File: config.mk
export PLATFORM = sky130hd
export DESIGN_NAME = booth_share_ctrl
export DESIGN_NICKNAME = d
export VERILOG_FILES = /design/src/rtl/booth_ctrl_pkg.sv /design/src/rtl/rr_arbiter.sv /design/src/rtl/booth_share_ctrl.sv
export SDC_FILE = /design/constraint.sdc
export NUM_CORES = 1
export LEC_CHECK = 0
export CAP_MARGIN = 40
export CORE_MARGIN = 1
export CORE_UTILIZATION = 43
export DETAILED_ROUTE_END_ITERATION = 10
export GPL_TIMING_DRIVEN = 0
export PLACE_DENSITY = 0.95
export SLEW_MARGIN = 40
export SYNTH_ARGS = -nofsm -noshare
export SYNTH_HDL_FRONTEND = slang
export SYNTH_HIERARCHICAL = 1
export SYNTH_SLANG_ARGS = --single-unit
File: constraint.sdc
create_clock -name clk -period 4 [get_ports clk]
set_clock_uncertainty 0.15 [all_clocks]
set_input_delay 0.6 -clock clk [delete_from_list [all_inputs] [get_ports clk]]
set_output_delay 0.6 -clock clk [all_outputs]
set_load 0.005 [all_outputs]
File: src/rtl/booth_ctrl_pkg.sv
// Shared types for the booth multiplier sharing controller.
//   state_t : controller FSM encoding
//   PROD_W  : width of the product returned to requesters ({A,Q} bytes)
package booth_ctrl_pkg;

   typedef enum logic [2:0] {
      IDLE    = 3'd0,
      START   = 3'd1,
      LOAD_M  = 3'd2,
      LOAD_Q  = 3'd3,
      WAIT    = 3'd4,
      READ_LO = 3'd5,
      RESP    = 3'd6
   } state_t;

   localparam int PROD_W = 16;

endpackage

File: src/rtl/rr_arbiter.sv
// Combinational round-robin pick: first set request at or after ptr, wrapping.
// Ports:
//   req  in  N   request vector
//   ptr  in  IW  index with highest priority this round
//   gnt  out N   one-hot winner, 0 when req is 0
//   idx  out IW  binary index of the winner (0 when req is 0)
module rr_arbiter #(
   parameter int N  = 4,
   parameter int IW = $clog2(N)
) (
   input  logic [N-1:0]  req,
   input  logic [IW-1:0] ptr,
   output logic [N-1:0]  gnt,
   output logic [IW-1:0] idx
);

   logic          found;
   logic [IW:0]   pos;
   logic [IW-1:0] slot;

   always_comb begin
      gnt   = '0;
      idx   = '0;
      found = 1'b0;
      pos   = '0;
      slot  = '0;
      for (int k = 0; k < N; k++) begin
         // ptr + k folded back into 0..N-1 without a divider
         pos = {1'b0, ptr} + (IW+1)'(k);
         if (pos >= (IW+1)'(N)) begin
            pos = pos - (IW+1)'(N);
         end
         slot = pos[IW-1:0];
         if (!found && req[slot]) begin
            found     = 1'b1;
            gnt[slot] = 1'b1;
            idx       = slot;
         end
      end
   end

endmodule

File: src/rtl/booth_share_ctrl.sv
// Shares one byte-serial booth multiplier between N_REQ requesters.
// A round-robin winner's operands are streamed over mul_inbus, the two
// product bytes are collected from mul_outbus and returned with a one-cycle
// rsp_valid pulse. A job that sees no mul_done for TIMEOUT cycles in WAIT
// returns rsp_err=1 with a zero product.
// Ports:
//   clk, rst              clock, synchronous active-high reset
//   req[N_REQ]            per-requester request, held until its rsp_valid
//   op_m, op_q            8-bit operand slices, slice i belongs to req[i]
//   gnt[N_REQ]            one-hot owner, 0 when idle
//   busy                  job in flight
//   rsp_valid[N_REQ]      one-cycle pulse to the owner
//   rsp_product, rsp_err  result, qualified by rsp_valid
//   mul_enable, mul_inbus start pulse and operand bus to the multiplier
//   mul_done, mul_outbus  completion strobe and result bytes (A then Q)
module booth_share_ctrl
   import booth_ctrl_pkg::*;
#(
   parameter int N_REQ   = 4,
   parameter int TIMEOUT = 64
) (
   input  logic                clk,
   input  logic                rst,
   input  logic [N_REQ-1:0]    req,
   input  logic [8*N_REQ-1:0]  op_m,
   input  logic [8*N_REQ-1:0]  op_q,
   output logic [N_REQ-1:0]    gnt,
   output logic                busy,
   output logic [N_REQ-1:0]    rsp_valid,
   output logic [PROD_W-1:0]   rsp_product,
   output logic                rsp_err,
   output logic                mul_enable,
   output logic [7:0]          mul_inbus,
   input  logic                mul_done,
   input  logic [7:0]          mul_outbus
);

   localparam int IW = $clog2(N_REQ);
   localparam int TW = $clog2(TIMEOUT);

   state_t              state;
   logic [N_REQ-1:0]    gnt_r;
   logic [IW-1:0]       win;
   logic [IW-1:0]       ptr;
   logic [TW-1:0]       tcnt;
   logic [PROD_W-1:0]   prod;
   logic                err;

   logic [N_REQ-1:0]    arb_gnt;
   logic [IW-1:0]       arb_idx;
   logic [IW+2:0]       base;

   rr_arbiter #(
      .N  (N_REQ),
      .IW (IW)
   ) u_arb (
      .req (req),
      .ptr (ptr),
      .gnt (arb_gnt),
      .idx (arb_idx)
   );

   always_ff @(posedge clk) begin
      if (rst) begin
         state <= IDLE;
         gnt_r <= '0;
         win   <= '0;
         ptr   <= '0;
         tcnt  <= '0;
         prod  <= '0;
         err   <= 1'b0;
      end else begin
         case (state)
            IDLE: begin
               if (|req) begin
                  gnt_r <= arb_gnt;
                  win   <= arb_idx;
                  err   <= 1'b0;
                  state <= START;
               end
            end
            START:  state <= LOAD_M;
            LOAD_M: state <= LOAD_Q;
            LOAD_Q: begin
               tcnt  <= '0;
               state <= WAIT;
            end
            WAIT: begin
               if (mul_done) begin
                  prod[15:8] <= mul_outbus;
                  state      <= READ_LO;
               end else if (tcnt == TW'(TIMEOUT-1)) begin
                  // abort skips READ_LO; the zero product goes straight out
                  err   <= 1'b1;
                  prod  <= '0;
                  state <= RESP;
               end else begin
                  tcnt <= tcnt + TW'(1);
               end
            end
            READ_LO: begin
               prod[7:0] <= mul_outbus;
               state     <= RESP;
            end
            RESP: begin
               ptr   <= (win == IW'(N_REQ-1)) ? '0 : win + IW'(1);
               gnt_r <= '0;
               state <= IDLE;
            end
            default: state <= IDLE;
         endcase
      end
   end

   assign base = {win, 3'b000};

   // operands are read live; the owner keeps them stable while req is high
   always_comb begin
      mul_inbus = '0;
      case (state)
         LOAD_M:  mul_inbus = op_m[base +: 8];
         LOAD_Q:  mul_inbus = op_q[base +: 8];
         default: mul_inbus = '0;
      endcase
   end

   assign gnt         = gnt_r;
   assign busy        = (state != IDLE);
   assign rsp_valid   = (state == RESP) ? gnt_r : '0;
   assign rsp_product = prod;
   assign rsp_err     = err;
   assign mul_enable  = (state == START);

endmodule
==> results.json, run 1 <==
{
  "num_vias": 2463,
  "yosysWarnings": 6,
  "synth_top_family_by_area": "multiplexers",
  "crit_path_max_incr_delay_ps": 460,
  "critPathBufInv": 3,
  "core_sq_um": 5240,
  "worst-r2r-cell-count": 10,
  "path_cells": "clkbuf_1, buf_2, mux4_2, mux2i_1, nor2_1, clkdlybuf4s50_1",
  "p_leak_uw": 0.00135,
  "cts_tree": "yes",
  "async_reset_ff_share_pct": 0,
  "drtAntennaViolNets": 0,
  "root_buffer": "clkbuf_8",
  "outcome": "complete, no violations",
  "synth.most_common_cell": "dfxtp_1",
  "synth_xor_area_share_pct": 0,
  "dieArea_sq_um": 5850,
  "final_core_util_pct": 71.2,
  "yosysUniqueCellTypes": 46,
  "clock-sinks": 34,
  "synth-seq-cells": 34,
  "tightest_slew_ps": 708,
  "place_ws_ps": 1010,
  "ys_top_cells_by_count": "34 x dfxtp_1, 20 x nor2_1, 19 x mux4_2",
  "yosys_most_used_dff": "dfxtp_1",
  "cts_resized": 0,
  "grt_pass1_wl_microns": 12000,
  "dp.final_hpwl_microns": 5690,
  "gr-total-overflow": 0,
  "rsz0062_at_grt": "no",
  "post_dp_cell_area_sq_um": 3620,
  "drc": 0,
  "yosysSeqAreaShare_pct": 28.5,
  "yosys.area.top_type": "dfxtp_1",
  "grt_pass1_vias": 2424,
  "syn_avg_cell_area_sq_um": 9.82,
  "h-tree-depth": 2,
  "netlist_top_cells_area": "dfxtp_1 29%, mux4_2 18%, mux2i_1 6.7%, a22o_1 6.2%, ha_1 3.7%",
  "startpoint_type": "register",
  "rows": 26,
  "multi_input_area_sq_um": 1600,
  "rr_endpoint": "gnt[1]",
  "design_area_sq_um": 3730,
  "cap_violations": 0,
  "die_w_microns": 76.5,
  "clkLatencyLatePin_ps": 290,
  "crit_end": "mul_inbus[2]",
  "crit_fanout": 10,
  "critPathRequiredTime_ps": 3250,
  "muxShareOfSynthArea_pct": 24.6,
  "clkTransAtPathRegs_ps": 70,
  "p_per_area_nw_per_um2": 256,
  "setup_ws_ps": 783,
  "synth_compound_area_share_pct": 18.9,
  "slew_viol_final": 0,
  "ioPinCount": 114,
  "r2r-start": "ptr[0]",
  "wl_per_cell_microns": 16.9,
  "diodes": 0,
  "routed_via_density": 5.69,
  "cts_setup_buffers": 0,
  "drtIter0Drc": 87,
  "crit_start": "win[0]",
  "clock_path_buffers": 2,
  "hp-class": "reg2reg",
  "routed_wl_microns": 7310,
  "crit_family": "buffers and inverters",
  "setup_viol": 0,
  "regArea_sq_um": 681,
  "fmax_ghz": 0.311,
  "slowest_stage": "clkdlybuf4s50_1",
  "synth_area_sq_um": 2390,
  "fin_hold_ws_ps": 327,
  "period_needed_ps": 3220,
  "netlist.area_leader.share_pct": 28.5,
  "port_buffers": 113,
  "slew_headroom_pct": 52.4,
  "synth_cells": 243,
  "yosys.area_share.adder_pct": 3.67,
  "critPathKind": "reg2out",
  "setup.worst_path.end_class": "output pin",
  "area_delta_synth_final_pct": 56.2,
  "grt_max_degree": 11,
  "grtUsageTotal_pct": 25.8,
  "antenna_found_initial": 0,
  "firstDrtPassIters": 4,
  "place_congestion": 0.836,
  "nets": 449,
  "cts_buffers": 5,
  "arrival_ps": 2470,
  "syn-num-nets": 329,
  "postCtsHoldBufs": 0,
  "die_y_microns": 76.5,
  "tns_ps": 0,
  "vdd_drop_max_mv": 0.212,
  "drive_gt1_share_pct": 14.9,
  "fillCellCount": 365,
  "path_depth": 6,
  "synth_edf_count": 0,
  "fin_crit_sh_pct": 80.4,
  "r2r_slack_ps": 1250,
  "hold_viol_final": 0,
  "synth-simple-area-share_pct": 19.4,
  "start_util_pct": 45.6
}
-- cells in the final DEF, fill, tap and decap left out, drive strengths merged, types with 5 or more instances in the layout --
master / netlist / layout
clkdlybuf4s50: 0 / 113
nand3: 6 / 6
o21ai: 12 / 12
ha: 7 / 7
nand2b: 6 / 6
mux2i: 16 / 16
dfxtp: 34 / 34
nand2: 18 / 18
clkbuf: 6 / 12
mux4: 19 / 19
nor3: 6 / 6
buf: 12 / 12
inv: 5 / 5
nor2: 21 / 21
a22o: 17 / 17
nor3b: 6 / 6
a21oi: 13 / 13
-- cell families (layout without fill, tap and decap cells) --
group	after synthesis	in the layout
buf+inv	23	143
flops	34	34
simple gates	82	82
fa+ha+maj	7	7
mux	35	35
compound gates	62	62
-- report_power, final --
part	total (uW)	internal, uW	leakage (uW)	switching (uW)
sequential	357	349	0.000275	8.05
clock	322	199	0.0000573	123
combinational	277	171	0.00102	106
total	955	718	0.00135	237
-- metrics by stage --
| stage | power (uW) | instances |
|---|---|---|
| final | 955 | 433 |
| after global routing | 997 | 433 |
| after CTS | 960 | 433 |
| after detailed placement | 638 | 426 |
| after global placement | 627 | 426 |
| after floorplan | 499 | 243 |
-- worst reg2reg max path, cell delays in order, from the launching register on --
cell	delay (ps)
dfxtp_1	430
buf_6	160
buf_2	210
inv_1	120
ha_1	410
mux4_2	400
or2_4	290
nor2b_4	150
a221o_2	160
mux2i_1	70
nor2_1	130
-- routing by layer --
layer / share of wire, % / GRT usage [%] / vias to the layer above
met5: 0 / 0 / -
li1: - / - / 1165
met4: 2.6 / 9.81 / 0
met2: 52 / 45.6 / 125
met3: 8.4 / 6.95 / 15
met1: 37 / 29.6 / 1158
-- how the worst min path moves through the flow --
stage | slack (ps) | cells after the start | end | from
floorplan | 310 | 2 | tcnt[1] | tcnt[1]
global placement | 310 | 1 | rsp_product[2] | rsp_product[2]
detailed placement | 310 | 1 | rsp_product[4] | rsp_product[4]
CTS | 330 | 1 | rsp_product[5] | rsp_product[5]
global route | 350 | 1 | rsp_product[10] | rsp_product[10]
finish | 330 | 1 | rsp_product[6] | rsp_product[6]
-- final cells by class --
type	instances	area share, %
clock inverter	1	0.805
tap	70	2.35
buffer	18	2.65
multi-input combinational	186	42.9
inverter	5	0.503
clock buffer	6	2.21
sequential	34	18.3
timing repair buffer	113	30.3
-- sequential cells by signal (all words and copies together), names as in the netlist --
signal       cells
rsp_product     16
tcnt             6
gnt              4
state            3
ptr              2
win              2
rsp_err          1
No activity file was read; power rests on OpenSTA's default activity.
==> run 2: changes to the inputs <==
CORE_UTILIZATION = 37   (was 43)
PLACE_DENSITY = 0.88   (was 0.95)
clock period = 2.9 ns   (was 4 ns; I/O delays follow)
==> run 2 against run 1 <==
Compared with the run above:
- critical path depth unchanged
- routed wire length shrank 0.14%
- combinational power rose by 40%
- design area grew 1.2%
- power grew 31%
- non-clock buffer count rose by 2
- global-route usage fell by 4.1 points
- flip-flop and latch count is the same
==> results.json, run 2 (synthesis results as in run 1) <==
{
  "r2r_slack_ps": 230,
  "largest_register_ffs": 16,
  "drive_gt1_share_pct": 16.7,
  "hp-class": "reg2reg",
  "clkLatencyLatePin_ps": 290,
  "routed_via_density": 5.47,
  "fmax_ghz": 0.356,
  "path_cells": "nand3b_4, buf_12, mux4_2, mux2i_1, nor2_1, clkdlybuf4s50_1",
  "die_w_microns": 82.3,
  "setup_viol": 0,
  "arrival_ps": 2230,
  "placed_cells": 431,
  "p_leak_uw": 0.00139,
  "critPathRequiredTime_ps": 2320,
  "wl_per_cell_microns": 16.5,
  "hold_viol_final": 0,
  "final_common_cell": "clkdlybuf4s50_1",
  "port_buffers": 113,
  "final_cells": 441,
  "min_from": "rsp_product[3]",
  "antenna_found_initial": 0,
  "drtIter0Drc": 133,
  "slew_headroom_pct": 54.0,
  "num_vias": 2411,
  "finalPower_uw": 1250,
  "routed_wl_microns": 7300,
  "startpoint_type": "register",
  "nets": 451,
  "slowest_stage": "mux4_2",
  "grt_pass1_wl_microns": 11100,
  "fin_crit_sh_pct": 96.9,
  "clkTransAtPathRegs_ps": 70,
  "post_dp_cell_area_sq_um": 3620,
  "clock-sinks": 34,
  "dp.final_hpwl_microns": 5610,
  "outcome": "complete, no violations",
  "rows": 28,
  "setup.worst_path.end_class": "output pin",
  "cts_buffers": 5,
  "tns_ps": 0,
  "crit_fanout": 10,
  "gr-total-overflow": 0,
  "whs_path_depth": 1,
  "diodes": 0,
  "die_y_microns": 82.3,
  "area_delta_synth_final_pct": 58.0,
  "start_util_pct": 39.4,
  "period_needed_ps": 2810,
  "grtUsageTotal_pct": 21.7,
  "r2r-start": "ptr[0]",
  "drc": 0,
  "cap_violations": 0,
  "place_congestion": 0.879,
  "vdd_drop_max_mv": 0.255,
  "dieArea_sq_um": 6780,
  "final_cell_mix": "113 x clkdlybuf4s50_1, 33 x dfxtp_1, 20 x nor2_1",
  "h-tree-depth": 2,
  "clock_path_buffers": 2,
  "grt_pass1_vias": 2356,
  "tightest_slew_ps": 685,
  "ioPinCount": 114,
  "slew_viol_final": 0,
  "root_buffer": "clkbuf_8",
  "firstDrtPassIters": 5,
  "fillCellCount": 508,
  "p_per_area_nw_per_um2": 331,
  "crit_path_max_incr_delay_ps": 520,
  "postCtsHoldBufs": 0,
  "core_sq_um": 6060,
  "cts_tree": "yes",
  "rr_endpoint": "gnt[3]",
  "holdPathEnd": "rsp_product[3]",
  "critPathKind": "reg2out",
  "worst-r2r-cell-count": 10,
  "design_area_sq_um": 3770,
  "drtAntennaViolNets": 0,
  "grt_max_degree": 12
}
[run 2: per-stage QoR]
step	setup slack (ps)	hold slack [ps]	utilization (%)
floorplan	483	315	-
global placement	172	308	59.6
detailed placement	94.5	311	59.8
CTS	5.73	335	61.6
global route	-2.16	362	62.2
finish	89.3	331	62.2
[run 2: where the power goes]
part           internal, uW  leakage [uW]  switching, uW
Sequential              481      0.000275           12.2
Combinational           242       0.00107            147
Clock                   191     0.0000472            176
[run 2: cell type report]
cell class | count | area (sq um) | share of cell area [%]
multi-input combinational | 186 | 1620 | 42.8
clock inverter | 2 | 12.5 | 0.332
inverter | 5 | 18.8 | 0.498
buffer | 18 | 121 | 3.22
sequential | 34 | 682 | 18.1
tap | 75 | 93.8 | 2.49
timing repair buffer | 115 | 1150 | 30.4
clock buffer | 6 | 82.6 | 2.19
[run 2: what timing repair did]
item                                    in CTS  in global routing
cloned                                       0                  0
pin swaps                                    0                  0
endpoints found under the setup margin       8                  9
hold endpoints to repair                     0                  0
setup buffers                                0                  2
gates resized for setup                      5                  8
[run 2: how the worst max path moves through the flow]
stage | endpoint | from | slack (ps) | depth (start not counted)
5_1_grt | mul_inbus[1] | state[2] | -2 | 6
2_1_floorplan | win[1] | ptr[0] | 480 | 10
4_1_cts | mul_inbus[6] | state[2] | 6 | 6
3_3_place_gp | mul_inbus[4] | win[0] | 170 | 6
6_report | mul_inbus[6] | state[2] | 90 | 6
3_5_place_dp | mul_inbus[6] | win[0] | 90 | 6
[run 2: worst max-delay path: cells and delay by family (launching register included)]
kind                   cells  cell delay [ps]
multiplexers               2              710
buffers and inverters      2              630
flip-flops                 1              340
AND/OR/NAND/NOR            2              260
[run 2: per-layer routing]
layer,track usage (%),vias to the layer above,share of wire (%)
met5,0,-,0
met4,7.02,0,0.99
met3,6.81,8,8.7
met2,38.5,93,51
met1,24.6,1135,39
li1,-,1175,-
==> run 3: changes to the inputs <==
CELL_PAD_IN_SITES_DETAIL_PLACEMENT = 0   (was unset)
CELL_PAD_IN_SITES_GLOBAL_PLACEMENT = 2   (was unset)
CORE_UTILIZATION = 21   (was 37)
PLACE_DENSITY = 0.87   (was 0.88)
==> run 3 against run 2 <==
Compared with the run above:
- sequential share of layout area decreased by 0.70 points
- non-clock buffer count fell by 2
- combinational power decreased by 2%
- worst hold slack got worse by 4.1 ps
- die area up 74%
- sequential power barely moved
- via count shrank 0.37%
- clock-buffer cell count fell by 1
- clock power grew 90%
- routed wire length is 0.96% higher
- flip-flop and latch count unchanged
==> results.json, run 3 (synthesis results as in run 1) <==
{
  "outcome": "complete, no violations",
  "firstDrtPassIters": 6,
  "drive_gt1_share_pct": 16.2,
  "clock-sinks": 34,
  "setup_viol": 0,
  "cts_setup_buffers": 0,
  "clkLatencyLatePin_ps": 270,
  "cap_violations": 0,
  "final_cell_mix": "113 x clkdlybuf4s50_1, 33 x dfxtp_1, 20 x nor2_1",
  "startpoint_type": "register",
  "crit_path_max_incr_delay_ps": 510,
  "core_sq_um": 10900,
  "wl_per_cell_microns": 14.6,
  "area_delta_synth_final_pct": 64.4,
  "largest_register_ffs": 16,
  "tightest_slew_ps": 723,
  "drtAntennaViolNets": 0,
  "period_needed_ps": 2780,
  "grt_pass1_wl_microns": 11600,
  "ioPinCount": 114,
  "dieArea_sq_um": 11800,
  "rsz0062_at_grt": "no",
  "critPathBufInv": 2,
  "holdPathEnd": "rsp_product[15]",
  "finalPower_uw": 1570,
  "p_per_area_nw_per_um2": 400,
  "slowest_stage": "mux4_2",
  "port_buffers": 113,
  "drtIter0Drc": 108,
  "h-tree-depth": 2,
  "setup.worst_path.end_class": "output pin",
  "clkTransAtPathRegs_ps": 60,
  "hold_viol_final": 0,
  "p_leak_uw": 0.00142,
  "slew_viol_final": 0,
  "final_common_cell": "clkdlybuf4s50_1",
  "die_y_microns": 109,
  "start_util_pct": 21.8,
  "antenna_found_initial": 0,
  "hp-class": "reg2reg",
  "vdd_drop_max_mv": 0.270,
  "crit_family": "buffers and inverters",
  "routed_via_density": 4.77,
  "arrival_ps": 2200,
  "fillCellCount": 1117,
  "whs_path_depth": 1,
  "critPathKind": "reg2out",
  "slew_headroom_pct": 51.8,
  "fmax_ghz": 0.359,
  "rows": 38,
  "diodes": 0,
  "min_from": "rsp_product[15]",
  "drc": 0,
  "grt_pass1_vias": 2309,
  "worst-r2r-cell-count": 10,
  "cts_tree": "yes",
  "nets": 449,
  "r2r-start": "ptr[0]",
  "cts_buffers": 5,
  "routed_wl_microns": 7370,
  "num_vias": 2402,
  "dp.final_hpwl_microns": 5670,
  "die_w_microns": 109,
  "fin_crit_sh_pct": 95.9,
  "grt_max_degree": 13,
  "grtUsageTotal_pct": 12.4,
  "tns_ps": 0,
  "critPathRequiredTime_ps": 2320,
  "place_congestion": 0.728,
  "rr_endpoint": "win[1]",
  "root_buffer": "clkbuf_16",
  "final_core_util_pct": 35.9,
  "clock_path_buffers": 2,
  "gr-total-overflow": 0,
  "crit_fanout": 10,
  "path_cells": "nand3b_4, buf_4, mux4_2, mux2i_1, nor2_1, clkdlybuf4s50_1",
  "r2r_slack_ps": 220
}
==> run 3: worst max path at each step <==
| stage | startpoint | endpoint | slack, ps | depth (start not counted) |
|---|---|---|---|---|
| 2_1_floorplan | ptr[0] | win[1] | 480 | 10 |
| 3_3_place_gp | win[0] | mul_inbus[7] | 90 | 6 |
| 3_5_place_dp | win[0] | mul_inbus[5] | 60 | 6 |
| 6_report | state[0] | mul_inbus[5] | 120 | 6 |
| 4_1_cts | win[0] | mul_inbus[5] | 8 | 6 |
| 5_1_grt | state[0] | mul_inbus[5] | 0.2 | 6 |
==> run 3: worst reg2reg max path: stages (launching register included) <==
cell	delay (ps)
dfxtp_1	430
buf_6	160
buf_2	210
inv_1	120
ha_2	410
mux4_2	390
or2_4	290
a21oi_1	140
a31oi_1	60
mux2i_1	130
nor2_1	50
==> run 3: layer usage <==
layer,GRT usage [%],up-vias,routed length (microns)
li1,-,1163,-
met1,16.2,1156,3270
met4,2.03,0,38
met2,20.7,78,3580
met3,3.59,5,481
met5,0,-,0
==> run 3: timing repair <==
item | 4_1_cts | 5_1_grt
hold buffers | 0 | 0
resized for setup | 4 | 5
setup endpoints to repair | 8 | 12
==> run 3: area by class of cell <==
class,instances,area (sq um),area share (%)
buffer,18,109,2.77
clock buffer,5,125,3.19
clock inverter,3,68.8,1.75
inverter,5,18.8,0.478
multi-input combinational,186,1620,41.2
sequential,34,682,17.4
tap,140,175,4.46
timing repair buffer,113,1130,28.8
==> run 3: power breakdown <==
part	switching [uW]	leakage, uW	internal [uW]	total [uW]
Combinational	143	0.00105	238	381
Sequential	12.2	0.000275	482	494
Clock	203	0.0000940	494	696
Total	358	0.00142	1210	1570
==> run 3: per-stage QoR <==
| stage | instances | hold slack, ps | cell area, sq um | worst slack, ps |
|---|---|---|---|---|
| 2_1_floorplan | 243 | 315 | 2390 | 483 |
| 3_3_place_gp | 496 | 307 | 3690 | 92.1 |
| 3_5_place_dp | 496 | 312 | 3700 | 57.1 |
| 4_1_cts | 504 | 331 | 3910 | 7.50 |
| 5_1_grt | 504 | 337 | 3930 | 0.196 |
| 6_report | 504 | 327 | 3930 | 118 |
